--- src/rtl/muldiv_unit.sv ---
// Iterative multiply/divide engine: MULT, MULTU, DIV, DIVU at one bit per cycle.
// Results land in hi/lo; done pulses for one cycle when they are written.
module muldiv_unit #(
  parameter int unsigned WIDTH = 32,
  parameter int unsigned CW    = $clog2(WIDTH) + 1
) (
  input  logic             clk,
  input  logic             rstn,
  input  logic             start,
  input  logic [1:0]       op,
  input  logic [WIDTH-1:0] a,
  input  logic [WIDTH-1:0] b,
  input  logic             cancel,
  output logic             busy,
  output logic             done,
  output logic             div_by_zero,
  output logic [WIDTH-1:0] hi,
  output logic [WIDTH-1:0] lo
);

  localparam int unsigned W2 = 2 * WIDTH;

  typedef enum logic [1:0] {StIdle, StCalc, StFix} state_e;

  state_e            state_q, state_d;
  logic [CW-1:0]     cnt_q, cnt_d;
  logic [W2-1:0]     acc_q, acc_d;    // multiply: {partial product, multiplier}; divide: {rem, quo}
  logic [WIDTH-1:0]  b_q, b_d;        // multiplicand / divisor magnitude
  logic [WIDTH-1:0]  hi_q, hi_d, lo_q, lo_d;
  logic              is_div_q, is_div_d;
  logic              sign_a_q, sign_a_d, sign_b_q, sign_b_d;
  logic              dz_q, dz_d;
  logic              done_q, done_d, dbz_q, dbz_d;

  // Operand magnitudes at capture time; unsigned ops take the raw value.
  logic             is_signed;
  logic [WIDTH-1:0] mag_a, mag_b;
  assign is_signed = ~op[0];
  assign mag_a     = (is_signed && a[WIDTH-1]) ? -a : a;
  assign mag_b     = (is_signed && b[WIDTH-1]) ? -b : b;

  // One shift-add step; the carry out of the add becomes the new MSB after the shift.
  logic [WIDTH:0]  mul_sum;
  logic [W2-1:0]   mul_next;
  assign mul_sum  = {1'b0, acc_q[W2-1:WIDTH]} + (acc_q[0] ? {1'b0, b_q} : '0);
  assign mul_next = {mul_sum, acc_q[WIDTH-1:1]};

  // One restoring-divide step: shift, trial subtract, keep the difference on no borrow.
  logic [W2:0]     div_sh;
  logic [WIDTH:0]  div_trial;
  logic [W2-1:0]   div_next;
  assign div_sh    = {acc_q, 1'b0};
  assign div_trial = div_sh[W2:WIDTH] - {1'b0, b_q};
  assign div_next  = div_trial[WIDTH] ? div_sh[W2-1:0]
                                      : {div_trial[WIDTH-1:0], div_sh[WIDTH-1:1], 1'b1};

  // Sign correction; remainder follows the dividend's sign (truncating division).
  logic             neg_res;
  logic [W2-1:0]    prod_fix;
  logic [WIDTH-1:0] quo_fix, rem_fix;
  assign neg_res  = sign_a_q ^ sign_b_q;
  assign prod_fix = neg_res ? -acc_q : acc_q;
  assign quo_fix  = neg_res ? -acc_q[WIDTH-1:0] : acc_q[WIDTH-1:0];
  assign rem_fix  = sign_a_q ? -acc_q[W2-1:WIDTH] : acc_q[W2-1:WIDTH];

  // Next-state and datapath update.
  always_comb begin
    state_d  = state_q;
    cnt_d    = cnt_q;
    acc_d    = acc_q;
    b_d      = b_q;
    hi_d     = hi_q;
    lo_d     = lo_q;
    is_div_d = is_div_q;
    sign_a_d = sign_a_q;
    sign_b_d = sign_b_q;
    dz_d     = dz_q;
    done_d   = 1'b0;
    dbz_d    = 1'b0;
    unique case (state_q)
      StIdle: begin
        if (start && !cancel) begin
          is_div_d = op[1];
          sign_a_d = is_signed & a[WIDTH-1];
          sign_b_d = is_signed & b[WIDTH-1];
          dz_d     = op[1] && (b == '0);
          acc_d    = {{WIDTH{1'b0}}, mag_a};
          b_d      = mag_b;
          cnt_d    = CW'(WIDTH);
          state_d  = StCalc;
        end
      end
      StCalc: begin
        if (cancel) begin
          state_d = StIdle;
        end else begin
          acc_d = is_div_q ? div_next : mul_next;
          cnt_d = cnt_q - CW'(1);
          if (cnt_q == CW'(1)) state_d = StFix;
        end
      end
      StFix: begin
        state_d = StIdle;
        if (!cancel) begin
          done_d = 1'b1;
          if (is_div_q) begin
            // With a zero divisor the remainder path already reproduces a.
            hi_d  = rem_fix;
            lo_d  = dz_q ? '1 : quo_fix;
            dbz_d = dz_q;
          end else begin
            {hi_d, lo_d} = prod_fix;
          end
        end
      end
      default: state_d = StIdle;
    endcase
  end

  // State registers with asynchronous reset.
  always_ff @(posedge clk or negedge rstn) begin
    if (!rstn) begin
      state_q  <= StIdle;
      cnt_q    <= '0;
      acc_q    <= '0;
      b_q      <= '0;
      hi_q     <= '0;
      lo_q     <= '0;
      is_div_q <= 1'b0;
      sign_a_q <= 1'b0;
      sign_b_q <= 1'b0;
      dz_q     <= 1'b0;
      done_q   <= 1'b0;
      dbz_q    <= 1'b0;
    end else begin
      state_q  <= state_d;
      cnt_q    <= cnt_d;
      acc_q    <= acc_d;
      b_q      <= b_d;
      hi_q     <= hi_d;
      lo_q     <= lo_d;
      is_div_q <= is_div_d;
      sign_a_q <= sign_a_d;
      sign_b_q <= sign_b_d;
      dz_q     <= dz_d;
      done_q   <= done_d;
      dbz_q    <= dbz_d;
    end
  end

  assign busy        = (state_q != StIdle);
  assign done        = done_q;
  assign div_by_zero = dbz_q;
  assign hi          = hi_q;
  assign lo          = lo_q;

endmodule
--- config.mk ---
export PLATFORM = sky130hd
export DESIGN_NAME = muldiv_unit
export DESIGN_NICKNAME = d
export VERILOG_FILES = /design/src/rtl/muldiv_unit.sv
export SDC_FILE = /design/constraint.sdc
export NUM_CORES = 1
export LEC_CHECK = 0
export ABC_AREA = 1
export CORE_AREA = 3 3 264 136
export CTS_CLUSTER_DIAMETER = 60
export DETAILED_ROUTE_END_ITERATION = 10
export DIE_AREA = 0 0 267 139
export PLACE_DENSITY_LB_ADDON = 0.3
export SYNTH_ARGS = -nofsm -noshare
export SYNTH_HDL_FRONTEND = slang
export SYNTH_SLANG_ARGS = --single-unit
--- constraint.sdc ---
create_clock -name clk -period 3.4 [get_ports clk]
set_input_delay 0.68 -clock clk [delete_from_list [all_inputs] [get_ports clk]]
set_output_delay 0.68 -clock clk [all_outputs]
set_load 0.01 [all_outputs]
==> metrics list, run 1 <==
- Summed over all cells, the static leakage comes to 9.99 nW.
- Clock sink total: 174
- Power spread over the standard cell area amounts to 933 nW/um^2.
- Crit share post-route: 88.7%
- #FFs+latches synth: 174
- Net switching is 57.4% of the power.
- For this block, the routed nets add up to 76200 um of wire.
- Cell Rows: 48
* Worst-case clock buffer depth: 2
* Top cells by area in the synthesized netlist: sky130_fd_sc_hd__dfrtp_1, sky130_fd_sc_hd__nand2_1, sky130_fd_sc_hd__inv_1, sky130_fd_sc_hd__nand3_1, sky130_fd_sc_hd__nor2_1
- Critical path data arrival time: 3.36 ns
* Total CTS buffers: 17
- Number of H-tree levels: 4
- Wire length per cell: 22.4 um
* Sequential share of power: between 20% and 30%
- Drt first-iter violations: roughly 3400
* Buffer cell driving the clock tree root: sky130_fd_sc_hd__clkbuf_16
- Clock network fraction of design power: 12.1%
- In this run, post-CTS hold repair placed 0 buffers.
* Avg Vias per Cell: 5.95
* RSZ-0062 raised after global routing: false
* Total Power Consumption: 0.0182 W
* Vias in the first global route: 17438
- Pins over their slew limit: 0
- Crit end category: flop
- After technology mapping, the gate count stands at 2806.
- Detailed placement ended at an HPWL of 62200 um.
* Clock transition at the register clock pins on the worst setup and hold paths after CTS: ~0.08 ns
* Synthesis warning total: 0
- In this run the worst hold path is classified as in2async.
- Synthesis instantiated 53 different standard cells from the library.
- The final count of hold timing violations was 0.
- Internal power comes to 0.00774 W.
- The congestion estimate from routability-driven global placement came to 1.09.
- Port buffering added 136 buffers.
* Die height: around 140 um
- In this run, post-CTS repair resized a total of 0 instances.
* Nets: 3071
* Drt pass-1 iters: 9
- Result of the run: finished clean
- Counting every net in the synthesized netlist gives 2948.
- The initial utilization of the core area, before any placement, comes to 49.5%.
- VDD sags by at most 0.613 mV.
* Area of the mapped netlist: 16800 um^2
* Post-CTS Repair Setup Buffers: 0
* Library cell with the highest instance count after synthesis: sky130_fd_sc_hd__nand2_1
- Remaining antenna violation count after routing: 0
- Worst flop-to-flop path startpoint: acc_q[31]
- Switching power of the nets: 0.0104 W
- Setup total negative slack on the finished layout was measured at 0 ns.
- For the worst setup path, the data required time is about 3.8 ns.
- Remaining routing DRC violations: 0
- Placeable Area: 34000 um^2
- Based on the critical path, the design can be clocked at up to between 300 and 400 MHz.
- Combinational cells account for 67.2% of the total power.
- First-pass GRT wire length: approximately 110000 um
* Number of synthesized flops with an enable pin: 0
- Synth Area per Inst: 6.00 um^2
* Maximum number of pins on one net before global-route repair: 65
- The area growth from synthesis to layout is 15.7%.
* Grt ovf: 0
- Final setup violating endpoints: 0
- Top flip-flop cell by instance count after synthesis: sky130_fd_sc_hd__dfrtp_1
- Across all layers, the routed design uses 20207 vias.
- In this run the horizontal extent of the chip is 267 um.
- Shortest period the worst path allows: 3.01 ns
- TritonCTS built the clock tree.
- The top cell type by area accounts for roughly a quarter of the synthesized area.
- Share of flip-flops with an asynchronous set or reset: 100%
- Number of violations of the max-capacitance limit: 0
* Max transition margin: 37.4%
- The die covers 37100 um^2.
- STA classifies the critical path startpoint as a flop.
- Antenna violations before repair: 2
- Of all cell types, the one taking the most synthesized area is sky130_fd_sc_hd__dfrtp_1.
- Commonest cells in the synthesized netlist: sky130_fd_sc_hd__nand2_1, sky130_fd_sc_hd__inv_1, sky130_fd_sc_hd__nor2_1
* Insertion delay of the later-clocked pin in the worst-skew pair: 0.47 ns
* Peak fanout along the critical path: 33
- For the final database, setup skew stands at 0.0129 ns.
- For this run, the total global-route usage over all layers was measured as 40.5%.
- The setup path with the least slack is of type reg2reg.
* Worst-margin pin slew: 0.929 ns
- At the end of the flow the core is filled with cells to 57.3%.
* Proportion of layout cells with a drive suffix above 1: about 5%
- Sequential elements use 25.9% of the synthesized area.
- For this design the top-level I/O count stands at 137.
- Launching element of the worst setup path: acc_q[31]
worst max-delay path, cell delays in order (launching register included):
cell	delay (ns)
sky130_fd_sc_hd__dfrtp_1	0.46
sky130_fd_sc_hd__inv_1	0.13
sky130_fd_sc_hd__ha_1	0.25
sky130_fd_sc_hd__fa_1	0.43
sky130_fd_sc_hd__inv_1	0.12
sky130_fd_sc_hd__nand2_1	0.05
sky130_fd_sc_hd__nand2_1	0.07
sky130_fd_sc_hd__nand3_1	0.08
sky130_fd_sc_hd__nand2_2	0.14
sky130_fd_sc_hd__nand2_2	0.08
sky130_fd_sc_hd__nand2_4	0.12
sky130_fd_sc_hd__nand2_4	0.08
sky130_fd_sc_hd__nand3_2	0.08
sky130_fd_sc_hd__nand2_4	0.29
sky130_fd_sc_hd__nor2_1	0.26
sky130_fd_sc_hd__nand2_1	0.08
sky130_fd_sc_hd__nand3_1	0.07
sky130_fd_sc_hd__o21ai_1	0.06
layer usage:
metal  global-route usage, %  vias to the layer above  wire length (um)
met1                    65.3                     9384             35500
met5                       0                        -               136
met4                    5.41                        4               779
met2                    42.7                     1455             23900
li1                        -                     9284                 -
met3                    25.2                       80             15800
through the flow:
step / worst slack (ns) / instances / hold WS, ns / cell area [um^2]
2_1_floorplan: 0.941 / 2806 / 0.384 / 16800
3_3_place_gp: 0.438 / 3360 / 0.463 / 18800
3_5_place_dp: 0.331 / 3360 / 0.465 / 18800
4_1_cts: 0.457 / 3392 / 0.206 / 19500
5_1_grt: 0.187 / 3392 / 0.235 / 19500
6_report: 0.385 / 3395 / 0.180 / 19500
worst paths after layout:
kind	to	slack [ns]	cells after the start
max	acc_q[40]	0.39	17
min	acc_q[60]	0.18	1
max reg2reg	acc_q[40]	0.39	17
min reg2reg	hi[16]	0.48	2
max in group asynchronous	acc_q[6]	2.36	2
min in group clk	hi[16]	0.48	2
logic make-up after synthesis:
logic type | Yosys count | share of synthesized area, %
and+or+nand+nor | 1527 | 38.3
AOI/OAI and AO/OA | 469 | 15.4
xor gates and xnor gates | 66 | 3.44
adders and majority gates | 72 | 5.44
DFF | 174 | 25.9
buffers and inverters | 498 | 11.5
state kept, by name (all words and copies together), names as in the netlist:
name         cells
acc_q           64
b_q             32
hi              32
lo              32
cnt_q            6
state_q          2
div_by_zero      1
done             1
dz_q             1
is_div_q         1
sign_a_q         1
sign_b_q         1
cell type report:
class	instances	area (um^2)
Antenna cell	3	7.51
Clock buffer	17	425
Clock inverter	15	194
Fill cell	3393	14500
Inverter	413	1550
Multi-Input combinational cell	2134	10600
Sequential cell	174	4360
Tap cell	450	563
Timing Repair Buffer	189	1820
layout by cell type, fill, tap and decap left out, types with 4 or more instances in the layout:
cell                              synthesis  layout
sky130_fd_sc_hd__nand2_1                856     856
sky130_fd_sc_hd__inv_1                  405     404
sky130_fd_sc_hd__nor2_1                 281     280
sky130_fd_sc_hd__nand3_1                243     243
sky130_fd_sc_hd__o21ai_0                180     180
sky130_fd_sc_hd__dfrtp_1                174     173
sky130_fd_sc_hd__a21oi_1                169     169
sky130_fd_sc_hd__clkdlybuf4s50_1          0     135
sky130_fd_sc_hd__ha_1                    70      70
sky130_fd_sc_hd__xor2_1                  49      49
sky130_fd_sc_hd__buf_4                    2      48
sky130_fd_sc_hd__nand4_1                 39      39
sky130_fd_sc_hd__nor3_1                  37      36
sky130_fd_sc_hd__o21ai_1                 22      22
sky130_fd_sc_hd__a31oi_1                 21      21
sky130_fd_sc_hd__a2bb2oi_1               18      18
sky130_fd_sc_hd__xnor2_1                 17      17
sky130_fd_sc_hd__clkbuf_16                0      17
sky130_fd_sc_hd__nand3b_1                15      15
sky130_fd_sc_hd__nand2_2                 12      12
sky130_fd_sc_hd__or2_2                   12      12
sky130_fd_sc_hd__o21bai_1                11      11
sky130_fd_sc_hd__nor2_2                  10      10
sky130_fd_sc_hd__o22ai_1                 10      10
sky130_fd_sc_hd__inv_2                    7       8
sky130_fd_sc_hd__o211ai_1                 8       8
sky130_fd_sc_hd__inv_8                    0       6
sky130_fd_sc_hd__a21o_1                   5       5
sky130_fd_sc_hd__o21a_1                   5       5
sky130_fd_sc_hd__a22oi_1                  5       5
sky130_fd_sc_hd__buf_12                   0       5
sky130_fd_sc_hd__nor2_4                   3       4
sky130_fd_sc_hd__nand3_2                  4       4
sky130_fd_sc_hd__nand2_4                  4       4
power by group through the flow:
stage	sequential, W	clock, W	combinational [W]
finish	0.00377	0.00220	0.0122
global route	0.00380	0.00225	0.0131
CTS	0.00369	0.00218	0.0116
detailed placement	0.00372	0	0.0115
global placement	0.00369	0	0.0114
floorplan	0.00350	0	0.00731
(Power assumes the default switching activity.)
==> run 2, diff against run 1 <==
--- a/config.mk
+++ b/config.mk
@@ -6,10 +6,10 @@
 export NUM_CORES = 1
 export LEC_CHECK = 0
 export ABC_AREA = 1
-export CORE_AREA = 3 3 264 136
+export CORE_AREA = 3 3 295 152
 export CTS_CLUSTER_DIAMETER = 60
 export DETAILED_ROUTE_END_ITERATION = 10
-export DIE_AREA = 0 0 267 139
+export DIE_AREA = 0 0 298 155
 export PLACE_DENSITY_LB_ADDON = 0.3
 export SYNTH_ARGS = -nofsm -noshare
 export SYNTH_HDL_FRONTEND = slang
==> run 2 against run 1 <==
Against the previous run:
- clock skew up 0.0014 ns
- routed wire length down 14%
- global-route usage down 12 points
- hold slack worse by 0.0011 ns
- power down 4.3%
- clock-buffer cell count unchanged
- non-clock buffer count down 4
- core utilization down 11 points
- clock power down 3%
- combinational power down 6%
- critical path depth up 2
- register-to-register slack better by 0.12 ns
- largest cell class unchanged
- largest power group unchanged
==> metrics list, run 2 (synthesis results as in run 1) <==
* Ant diodes: 0 (was 3)
- The placement row count came to 53 (was 48).
- Quantity of I/O buffers inserted on ports: 136 (unchanged)
- Register bank with the most flops: acc_q (unchanged)
- Commonest non-fill, non-tap cells in the layout: sky130_fd_sc_hd__nand2_1, sky130_fd_sc_hd__inv_1, sky130_fd_sc_hd__nor2_1, sky130_fd_sc_hd__nand3_1, sky130_fd_sc_hd__o21ai_0 (unchanged)
* I/O Pins: 137 (unchanged)
- Total number of cells along the worst setup path: 19 (was 17)
* CP max-delay cell: sky130_fd_sc_hd__dfrtp_1 (unchanged)
- The number of DRC markers in iteration 0 came to 2222 (was 3417).
* Highest achievable clock rate: 346 MHz (was 332 MHz)
* Post-CTS Repair Setup Buffers: 0 (unchanged)
- Die area: 46200 um^2 (was 37100 um^2)
* RSZ-0062 raised after global routing: false (unchanged)
* Maximum number of pins on one net before global-route repair: 76 (was 65)
- Worst Setup EP: acc_q[61] (was acc_q[40])
* Worst flop-to-flop path startpoint: acc_q[31] (unchanged)
- The endpoint kind of the worst setup timing path is a flop (unchanged).
- Most common cell after layout, fill and taps aside: sky130_fd_sc_hd__nand2_1 (unchanged)
- The setup slack at placement was 0.417 ns (was 0.331 ns).
* Worst reg2reg endpoint: acc_q[61] (was acc_q[40])
* CP delay by family, top: simple AND/OR/NAND/NOR gates (unchanged)
- Highest metal layer with signal wires: met5 (unchanged)
- The number of H-tree levels is 4 (unchanged).
- The weighted congestion reported at the end of routability-driven placement was 1.10 (was 1.09).
- The reg2reg setup slack came to 0.51 ns (was 0.39 ns).
- The reported leakage power was 9.97 nW (was 9.99 nW).
- Overall via count from detail_route: 19129 (was 20207)
* Grt ovf: 0 (unchanged)
- The count of cells along the worst register-to-register path is 19 (was 17).
- Die height: 155 um (was 139 um)
- Crit path kind: reg2reg (unchanged)
- The met3 routed wirelength is 6550 um (was 15800 um).
* M1 WL: 27900 um (was 35500 um)
- Endpoint required time on the critical path: 3.81 ns (was 3.75 ns)
* Critical Path Source Type: flop (unchanged)
- CP max stage delay: 0.46 ns (about the same)
* Remaining routing DRC violations: 0 (unchanged)
- The iteration count of the initial detailed-routing pass is 8 (was 9).
* Critical path data arrival time: 3.31 ns (was 3.36 ns)
- The measured slew at the worst slew-check pin is 1.08 ns (was 0.929 ns).
- The core area is 42000 um^2 (was 34000 um^2).
* Crit share post-route: 85.1% (was 88.7%)
- Final setup violating endpoints: 0 (unchanged)
* Shortest period the worst path allows: 2.89 ns (was 3.01 ns)
- The largest vdd supply drop is 0.505 mV (was 0.613 mV).
* Insertion delay of the later-clocked pin in the worst-skew pair: 0.48 ns (was 0.47 ns)
- CTS tree: done (unchanged)
* Layout Skew: 0.0143 ns (was 0.0129 ns)
* Nets: 3067 (was 3071)
* Routed wl met2: 28300 um (was 23900 um)
- Buffers and inverters on the worst path: 3 (was 2)
- CTS resizes: 0 (unchanged)
* Launching element of the worst setup path: acc_q[31] (unchanged)
- The final setup TNS came to 0 ns (unchanged).
- The post-detailed-routing wire length was 65300 um (was 76200 um).
* Pins over their slew limit: 0 (unchanged)
* Die W: 298 um (was 267 um)
- Flip-flop count of the largest register, all copies and words added: 64 (unchanged)
* Number of violations of the max-capacitance limit: 0 (unchanged)
- The wire length of the first global-routing pass came to 102000 um (was 112000 um).
- Cell Chain, Critical Path: inv_1 > ha_1 > fa_1 > inv_1 > nand2_1 > nand2_1 > nand3_1 > nand2_2 > nand2_2 > nand2_4 > nand2_4 > nand2_4 > nand2_2 > nand2_2 > buf_12 > nand2_1 > nand3_1 > nand3_1 > nand2_1 (was inv_1 > ha_1 > fa_1 > inv_1 > nand2_1 > nand2_1 > nand3_1 > nand2_2 > nand2_2 > nand2_4 > nand2_4 > nand3_2 > nand2_4 > nor2_1 > nand2_1 > nand3_1 > o21ai_1)
- Worst-case clock buffer depth: 2 (unchanged)
- The worst setup slack after layout is 0.507 ns (was 0.385 ns).
- The average wire length per cell after detail routing was 18.6 um (was 22.4 um).
* Peak fanout along the critical path: 18 (was 33)
- Filler cell count in the final layout: 4493 (was 3393)
- Vias in the first global route: 17970 (was 17438)
- The initial antenna violation count was 1 (was 2).
* Post-route worst hold slack: 0.179 ns (was 0.180 ns)
- The classification of the worst-slack hold path is in2async (unchanged).
* Detailed-placement wirelength estimate: 52000 um (was 62200 um)
- Total CTS buffers: 17 (unchanged)
* Clock transition at the register clock pins on the worst setup and hold paths after CTS: 0.08 ns (about the same)
* Proportion of layout cells with a drive suffix above 1: 5.00% (was 5.13%)
* Area delta synth->final: 16.4% (was 15.7%)
- Hold Buf Count CTS: 0 (unchanged)
* Max transition margin: 28.2% (was 37.4%)
- The power density over the cells is 887 nW/um^2 (was 933 nW/um^2).
- Initial Utilization: 40.0% (was 49.5%)
- The remaining antenna violation count was 0 (unchanged).
- Avg Vias per Cell: 5.44 (was 5.95)
- Result of the run: finished clean (unchanged)
- The all-layer global routing usage was 28.0% (was 40.5%).
* Clock sink total: 174 (unchanged)
* Buffer cell driving the clock tree root: sky130_fd_sc_hd__clkbuf_16 (unchanged)
- The final count of hold timing violations was 0 (unchanged).
[run 2: per-stage QoR]
stage	total power, W	std cells	instance area (um^2)	util (%)
floorplan	0.0108	2806	16800	-
global placement	0.0148	3483	19000	45.1
detailed placement	0.0149	3483	19000	45.1
CTS	0.0171	3515	19600	46.6
global route	0.0187	3515	19600	46.6
finish	0.0174	3515	19600	46.6
[run 2: per-layer routing]
metal	vias to the layer above	track usage (%)
li1	9258	-
met1	8858	38.1
met2	854	44.0
met3	157	5.63
met4	2	10.9
met5	-	0
[run 2: layout make-up]
| class | instances | area (um^2) | share of cell area, % |
|---|---|---|---|
| multi-input combinational | 2134 | 10600 | 53.9 |
| sequential | 174 | 4360 | 22.2 |
| timing repair buffer | 185 | 1790 | 9.16 |
| inverter | 413 | 1550 | 7.92 |
| tap | 577 | 722 | 3.69 |
| clock buffer | 17 | 425 | 2.17 |
| clock inverter | 15 | 185 | 0.946 |
[run 2: report_power, final]
part	internal (W)	total (W)	switching [W]	leakage (nW)
clock network	0.00107	0.00214	0.00107	0.295
logic	0.00385	0.0115	0.00768	7.53
registers	0.00277	0.00370	0.000926	2.14
total	0.00769	0.0174	0.00968	9.97
[run 2: worst min path at each step]
stage | from | end | slack [ns]
5_1_grt | rstn | b_q[7] | 0.22
3_5_place_dp | hi[14] | hi[14] | 0.47
4_1_cts | rstn | b_q[7] | 0.21
2_1_floorplan | rstn | acc_q[0] | 0.38
3_3_place_gp | hi[24] | hi[24] | 0.47
6_report | rstn | b_q[7] | 0.18
